$ cat src/rtl/downcounter_ctrl.sv
// Sequencing controller for an external WIDTH-bit down-counter: one-shot or auto-reload runs
// with start/busy/done handshake. Outputs registered except cnt_en_o (combinational on cnt_co_i).
module downcounter_ctrl #(
    parameter int WIDTH = 8
) (
    input  logic             clk_i,
    input  logic             rst_i,
    input  logic             start_i,
    input  logic             stop_i,
    input  logic             mode_i,
    input  logic [WIDTH-1:0] period_i,
    input  logic [WIDTH-1:0] reps_i,
    input  logic             cnt_co_i,
    output logic             cnt_load_o,
    output logic             cnt_en_o,
    output logic [WIDTH-1:0] cnt_dta_o,
    output logic             busy_o,
    output logic             tick_o,
    output logic             done_o,
    output logic             aborted_o,
    output logic             err_o,
    output logic [WIDTH-1:0] expiries_o
);

    typedef enum logic [1:0] {IDLE, LOAD, RUN, DONE} state_t;

    localparam logic [WIDTH-1:0] ONE = {{(WIDTH-1){1'b0}}, 1'b1};

    state_t           state_q;
    logic             mode_q;
    logic [WIDTH-1:0] period_q;
    logic [WIDTH-1:0] reps_q;
    logic [WIDTH-1:0] rem_q;
    logic [WIDTH-1:0] expiries_q;
    logic [WIDTH-1:0] expiries_d;
    logic             cnt_load_q;
    logic             busy_q;
    logic             tick_q;
    logic             done_q;
    logic             aborted_q;
    logic             err_q;

    assign expiries_d = expiries_q + ONE;

    // rem_q shadows the counter value so tick can be registered and coincide with the Q == 0 cycle.
    always_ff @(posedge clk_i) begin
        if (rst_i) begin
            state_q    <= IDLE;
            mode_q     <= 1'b0;
            period_q   <= '0;
            reps_q     <= '0;
            rem_q      <= '0;
            expiries_q <= '0;
            cnt_load_q <= 1'b0;
            busy_q     <= 1'b0;
            tick_q     <= 1'b0;
            done_q     <= 1'b0;
            aborted_q  <= 1'b0;
            err_q      <= 1'b0;
        end else begin
            cnt_load_q <= 1'b0;
            tick_q     <= 1'b0;
            done_q     <= 1'b0;
            case (state_q)
                IDLE: begin
                    if (start_i && !stop_i) begin
                        if (period_i != '0) begin
                            mode_q     <= mode_i;
                            period_q   <= period_i;
                            reps_q     <= reps_i;
                            expiries_q <= '0;
                            aborted_q  <= 1'b0;
                            err_q      <= 1'b0;
                            cnt_load_q <= 1'b1;
                            busy_q     <= 1'b1;
                            state_q    <= LOAD;
                        end else begin
                            err_q   <= 1'b1;
                            done_q  <= 1'b1;
                            state_q <= DONE;
                        end
                    end
                end
                LOAD: begin
                    if (stop_i) begin
                        aborted_q <= 1'b1;
                        busy_q    <= 1'b0;
                        done_q    <= 1'b1;
                        state_q   <= DONE;
                    end else begin
                        rem_q   <= period_q;
                        state_q <= RUN;
                    end
                end
                RUN: begin
                    if (stop_i) begin
                        aborted_q <= 1'b1;
                        busy_q    <= 1'b0;
                        done_q    <= 1'b1;
                        state_q   <= DONE;
                    end else if (cnt_co_i) begin
                        // expiries_q already holds the post-increment count of this expiry
                        if (!mode_q || (reps_q != '0 && expiries_q == reps_q)) begin
                            busy_q  <= 1'b0;
                            done_q  <= 1'b1;
                            state_q <= DONE;
                        end else begin
                            cnt_load_q <= 1'b1;
                            state_q    <= LOAD;
                        end
                    end else begin
                        rem_q <= rem_q - ONE;
                        if (rem_q == ONE) begin
                            tick_q     <= 1'b1;
                            expiries_q <= expiries_d;
                        end
                    end
                end
                DONE: begin
                    state_q <= IDLE;
                end
                default: begin
                    busy_q  <= 1'b0;
                    state_q <= IDLE;
                end
            endcase
        end
    end

    assign cnt_en_o   = (state_q == RUN) && !cnt_co_i;
    assign cnt_load_o = cnt_load_q;
    assign cnt_dta_o  = period_q;
    assign busy_o     = busy_q;
    assign tick_o     = tick_q;
    assign done_o     = done_q;
    assign aborted_o  = aborted_q;
    assign err_o      = err_q;
    assign expiries_o = expiries_q;

endmodule

$ cat config.mk
export PLATFORM = sky130hd
export DESIGN_NAME = downcounter_ctrl
export DESIGN_NICKNAME = d
export VERILOG_FILES = /design/src/rtl/downcounter_ctrl.sv
export SDC_FILE = /design/constraint.sdc
export NUM_CORES = 1
export LEC_CHECK = 0
export CAP_MARGIN = 5
export CORE_MARGIN = 1.5
export CORE_UTILIZATION = 45
export CTS_CLUSTER_DIAMETER = 40
export DETAILED_ROUTE_END_ITERATION = 16
export PLACE_DENSITY_LB_ADDON = 0.08
export RECOVER_POWER = 100
export SKIP_LAST_GASP = 1
export SLEW_MARGIN = 10
export SYNTH_ARGS = -nofsm -noshare
export SYNTH_HDL_FRONTEND = slang
export SYNTH_SLANG_ARGS = --single-unit
$ cat constraint.sdc
create_clock -name clk_i -period 2 [get_ports clk_i]
set_input_delay 0.6 -clock clk_i [delete_from_list [all_inputs] [get_ports clk_i]]
set_output_delay 0.6 -clock clk_i [all_outputs]
set_load 0.02 [all_outputs]
Yosys cells after proc, flatten, opt, wreduce, memory -nomap -nowiden
Cells that the tools add are included.
{"block": "op_classes", "n_addsub": 2, "eq_ne": 15, "n_mux": 42, "bitwise": 1, "reduce_logical": 23}
{"cell": "8-bit 2-to-1 mux", "n": 8}
{"cell": "8-bit one-hot mux with 2 select lines", "n": 2}
{"cell": "1-bit 2-to-1 mux", "n": 22}
{"cell": "8-bit nonzero test", "n": 2}
{"cell": "2-bit inequality test (second input constant)", "n": 7}
{"cell": "6-bit AND reduction", "n": 2}
{"cell": "2-bit 2-to-1 mux", "n": 5}
{"cell": "8-bit by 1-bit adder with 8-bit output (second input constant)", "n": 1}
{"cell": "8-bit by 1-bit == test with 1-bit output (second input constant)", "n": 1}
{"cell": "8-bit == test", "n": 1}
{"cell": "2-bit one-hot mux with 4 select lines", "n": 1}
{"cell": "4-bit AND reduction", "n": 2}
{"cell": "8-bit by 1-bit subtractor with 8-bit output (second input constant)", "n": 1}
{"cell": "3-bit inequality test (second input constant)", "n": 2}
{"cell": "1-bit one-hot mux with 3 select lines", "n": 2}
{"cell": "2-bit nonzero test", "n": 3}
{"cell": "2-bit == test (second input constant)", "n": 2}
{"cell": "1-bit one-hot mux with 2 select lines", "n": 2}
{"cell": "2-bit AND reduction", "n": 2}
{"cell": "4-bit OR reduction", "n": 1}
{"cell": "1-bit logical AND", "n": 3}
{"cell": "1-bit zero test", "n": 3}
{"cell": "3-bit AND reduction", "n": 1}
{"cell": "3-bit nonzero test", "n": 1}
{"cell": "6 further kinds", "n": 6}
{"block": "word_totals", "register_bits": 41, "inputBits": 22, "output_inout_bits": 23}

Longest topological paths before layout
{"block": "logic_depth", "ltp_word": 7, "ltp_mapped": 9, "mapped_depth_nobuf": 8}

Least setup slack after synthesis
Ideal clock, no wire load.
{"block": "synth_path", "path_kind": "in2reg", "start": "input port stop_i", "end": "register expiries_q[4], in the netlist expiries_o[4]", "arrival_time_ns": 1.858, "required_ns": 1.930, "slack_ns": 0.072, "stages": 7, "path_buffers": 1, "path_cell_list": "buf_6 nor4b_4 nand3_2 a22oi_4 nand2_2 or3_1 a21oi_1"}
{"block": "synth_via", "elab_chain_cells": 4, "elab_cells_between_ends": 5}
{"element": "start, declared", "line": "9", "source": "input logic stop_i,"}
{"element": "1-bit zero test", "line": "66", "source": "if (start_i && !stop_i) begin"}
{"element": "1-bit logical AND", "line": "66"}
{"element": "2-bit inequality test (no source line)"}
{"element": "6-bit AND reduction (no source line) *"}
{"element": "end signal, assigned", "line": "115", "source": "expiries_q <= expiries_d;"}
{"element": "end, declared", "line": "34", "source": "logic [WIDTH-1:0] expiries_q;"}
Every way passes the cells marked *; elsewhere a longest branch is shown, timed or not.
A chain may end at the register's enable or synchronous reset.

Worst setup path in the final report
{"block": "layout_path", "start": "register expiries_q[4], in the netlist expiries_o[4]", "end": "output port expiries_o[4]"}
{"element": "end, declared", "line": "22", "source": "output logic [WIDTH-1:0] expiries_o"}
No word-level cell between the ends.

==> run metrics <==
run status=finished, final reports clean; grt total ovfl=0; standard-cell row count=24; dominant synthesized flop cell=sky130_fd_sc_hd__dfxtp_1; maximum count of clock buffers along a single path=2; Final Util=66.4%; critical path, cell by cell=clkdlybuf4s50_1; detail-routed net length per standard cell=14.0 um; Design Power=2.80 mW; pre-CTS worst setup slack=-0.497 ns; worst slew margin relative to its limit=72.6%; net count of the mapped netlist=286; peak clock frequency supported by timing=514 MHz; sequential-to-total area share from yosys stat=39.4%; I/O pin count=45; leading post-synthesis cells by cell area=sky130_fd_sc_hd__dfxtp_1 39%, sky130_fd_sc_hd__nand2_1 8.8%, sky130_fd_sc_hd__a21oi_1 7.9%, sky130_fd_sc_hd__xor2_1 5.0%, sky130_fd_sc_hd__ha_1 4.2%; Final Skew=0.00267 ns; sum of net half-perimeters after detailed placement=3980 um; P_sw=1.03 mW; total global routing track utilization=22.6%; cell with the largest stage delay on the worst path=sky130_fd_sc_hd__clkdlybuf4s50_1; total internal power=1.76 mW; Post-synth EDFFs=0; Mean Syn Cell Area=8.11 sq um; full die area=5050 sq um; cell type with the highest aggregate area in the netlist=sky130_fd_sc_hd__dfxtp_1; required time at the endpoint of the critical path=1.40 ns; number of global-route vias before repair=1944; Detailed Route WL=5420 um; Final Net Count=365; worst slew pin tran=0.407 ns; number of violations reported at the end of detailed-routing iteration 0=114; Final Max Tran Viols=0; maximum capacitance violations=0; type of origin of the critical path=flip-flop; final weighted congestion in routability-driven placement=0.889; n_diodes=0; async set or reset register ratio after synthesis=0%; class of the most critical hold timing path=flip-flop to flip-flop; first-pass GRT wire length=9100 um; initial cell density of the core=47.2%; clock-pin transition on the worst setup and hold timing paths=0.08 ns; number of design rule violations left after detail routing=0; TritonCTS clock tree=done; clock group share of total power=20.2%; switching share of power=37.0%; count of endpoints failing setup in the final report=0; CP Data Arrival Time=1.35 ns; number of distinct standard cells referenced by the synthesized netlist=50; total of warnings raised by yosys=0; maximum vdd ir drop=0.527 mV; largest stage delay on the critical path=0.64 ns; delay-heaviest family, CP=buffers and inverters; number of nets with antenna violations after detailed routing=0; gate count of the mapped netlist=257; total clock sinks=41; Die H=71.1 um; unrepaired setup endpoints after global routing=yes; leading post-synthesis cells by instance count=49 x sky130_fd_sc_hd__nand2_1, 41 x sky130_fd_sc_hd__dfxtp_1, 33 x sky130_fd_sc_hd__a21oi_1; nature of the critical path endpoint=output pin; number of hold buffers added after CTS=0; Fill cells=414; final critical-path share of the clock period=97.3%; relative area change from synthesis to final layout=40.6%; number of synthesized register bits=41; fraction of final layout cells sized beyond drive strength 1=19.3%; maximum level of the CTS H-tree=2; leak pwr=1.22 nW; Fin. Hold Viols=0; PnR worst setup slack=0.0548 ns; Via Count=2071; Max FO, Critical Path=5; largest net degree at the start of global routing=22; cell area after technology mapping=2080 sq um; number of port buffers=44; antenna violations before repair=0; clock insertion delay at the later pin of the skew report=0.30 ns; vias per inst=5.34; placeable core region=4410 sq um; cts bufs inserted=5; clock period minus final worst setup slack=1.95 ns; root buf cell=sky130_fd_sc_hd__clkbuf_8; relative contribution of sequential cells to total power=35.9%; combinational power share=43.8%; Die X-Extent=71.1 um; power density cells=954 nW/um^2; Critical path buffers and inverters=1; iteration count of the initial detailed-routing pass=4; most frequent cell after synthesis=sky130_fd_sc_hd__nand2_1; share of the synthesized area in the top cell type=39.4%; path type of the worst setup path=flip-flop to output pin
worst paths after layout:
| check | from | end | slack (ns) | cells past startpoint |
|---|---|---|---|---|
| worst max-delay path | expiries_o[4]$_SDFFE_PP0P_ | expiries_o[4] | 0.05 | 1 |
| worst max register to register | expiries_o[6]$_SDFFE_PP0P_ | busy_o$_SDFFE_PP0P_ | 0.06 | 6 |
| worst min register to register | err_o$_SDFFE_PP0P_ | err_o$_SDFFE_PP0P_ | 0.46 | 2 |
| worst min-delay path | err_o$_SDFFE_PP0P_ | err_o$_SDFFE_PP0P_ | 0.46 | 2 |
cell type report:
type	count	area, sq um	area share (%)
clock inverters	1	7.51	0.256
repair buffers	84	707	24.1
well taps	52	65.1	2.22
inverters	8	30.0	1.02
flip-flops and latches	41	821	28.0
clock buffers	6	82.6	2.82
multi-input cells	196	1220	41.6
per-layer routing:
metal | track usage, % | up-vias | share of wire (%)
li1 | - | 1050 | -
met1 | 30.7 | 971 | 47
met2 | 36.7 | 45 | 47
met3 | 4.84 | 5 | 4.8
met4 | 5.66 | 0 | 1.1
met5 | 0 | - | 0
kinds of logic (layout without fill, tap and decap cells):
family / Yosys count / count (layout) / share of synthesized area, %
AOI/OAI and AO/OA: 63 / 63 / 19.0
xor gates and xnor gates: 13 / 13 / 5.46
adders and majority gates: 7 / 7 / 4.20
buffers and inverters: 20 / 99 / 4.20
DFF: 41 / 41 / 39.4
muxes: 2 / 2 / 1.08
and+or+nand+nor: 111 / 111 / 26.7
tightest hold or removal path, cell delays in order, from the launching register on:
cell and delay [ns]:
sky130_fd_sc_hd__dfxtp_1 0.31, sky130_fd_sc_hd__nand2_1 0.05, sky130_fd_sc_hd__a21oi_1 0.05
stage by stage:
stage                     std cells  cell area (sq um)  hold WS (ns)  TNS [ns]
after floorplan                 257               2080         0.445         0
after global placement          377               2820         0.442    -13.10
after detailed placement        377               2820         0.451    -13.69
after CTS                       386               2950         0.462         0
after global routing            388               2930         0.473    -0.502
final                           388               2930         0.457         0
power groups by stage:
stage               combinational (mW)  clock [mW]  sequential (mW)
global route                      1.36       0.607             1.02
floorplan                        0.677           0             1.08
CTS                               1.25       0.572             1.01
global placement                  1.20           0             1.02
detailed placement                1.22           0             1.03
finish                            1.23       0.566             1.00
sequential cells by signal, summed over array words and instances, names as in the netlist:
| signal | flops |
|---|---|
| expiries_o | 8 |
| mode_q | 1 |
| busy_o | 1 |
| cnt_load_o | 1 |
| rem_q | 8 |
| cnt_dta_o | 8 |
| err_o | 1 |
| reps_q | 8 |
| state_q | 2 |
| done_o | 1 |
| tick_o | 1 |
| aborted_o | 1 |
placed cells by master, fill, tap and decap left out, types with 3 or more instances in the layout:
master and instances:
sky130_fd_sc_hd__nand2_1 49, sky130_fd_sc_hd__dfxtp_1 41, sky130_fd_sc_hd__a21oi_1 32, sky130_fd_sc_hd__buf_4 31
sky130_fd_sc_hd__nor2_1 20, sky130_fd_sc_hd__clkdlybuf4s50_1 19, sky130_fd_sc_hd__xor2_1 12, sky130_fd_sc_hd__dlygate4sd3_1 9
sky130_fd_sc_hd__dlygate4sd2_1 8, sky130_fd_sc_hd__inv_1 7, sky130_fd_sc_hd__o21ai_0 7, sky130_fd_sc_hd__ha_1 6
sky130_fd_sc_hd__clkbuf_8 6, sky130_fd_sc_hd__clkbuf_1 6, sky130_fd_sc_hd__nand3_1 5, sky130_fd_sc_hd__nor2b_1 4
sky130_fd_sc_hd__nand4_1 4, sky130_fd_sc_hd__nand3b_1 4, sky130_fd_sc_hd__nand2b_1 3, sky130_fd_sc_hd__a22oi_1 3
sky130_fd_sc_hd__nor3_1 3, sky130_fd_sc_hd__o31ai_1 3, sky130_fd_sc_hd__a211oi_1 3, sky130_fd_sc_hd__clkbuf_2 3
sky130_fd_sc_hd__dlymetal6s2s_1 3, sky130_fd_sc_hd__buf_6 3
repair_timing:
item | CTS | global route
buffers inserted | 2 | 2
resized for setup | 20 | 16
pin swaps | 10 | 12
setup endpoints to repair | 33 | 32
gates cloned | 0 | 0
No activity file was read; power rests on OpenSTA's default activity.
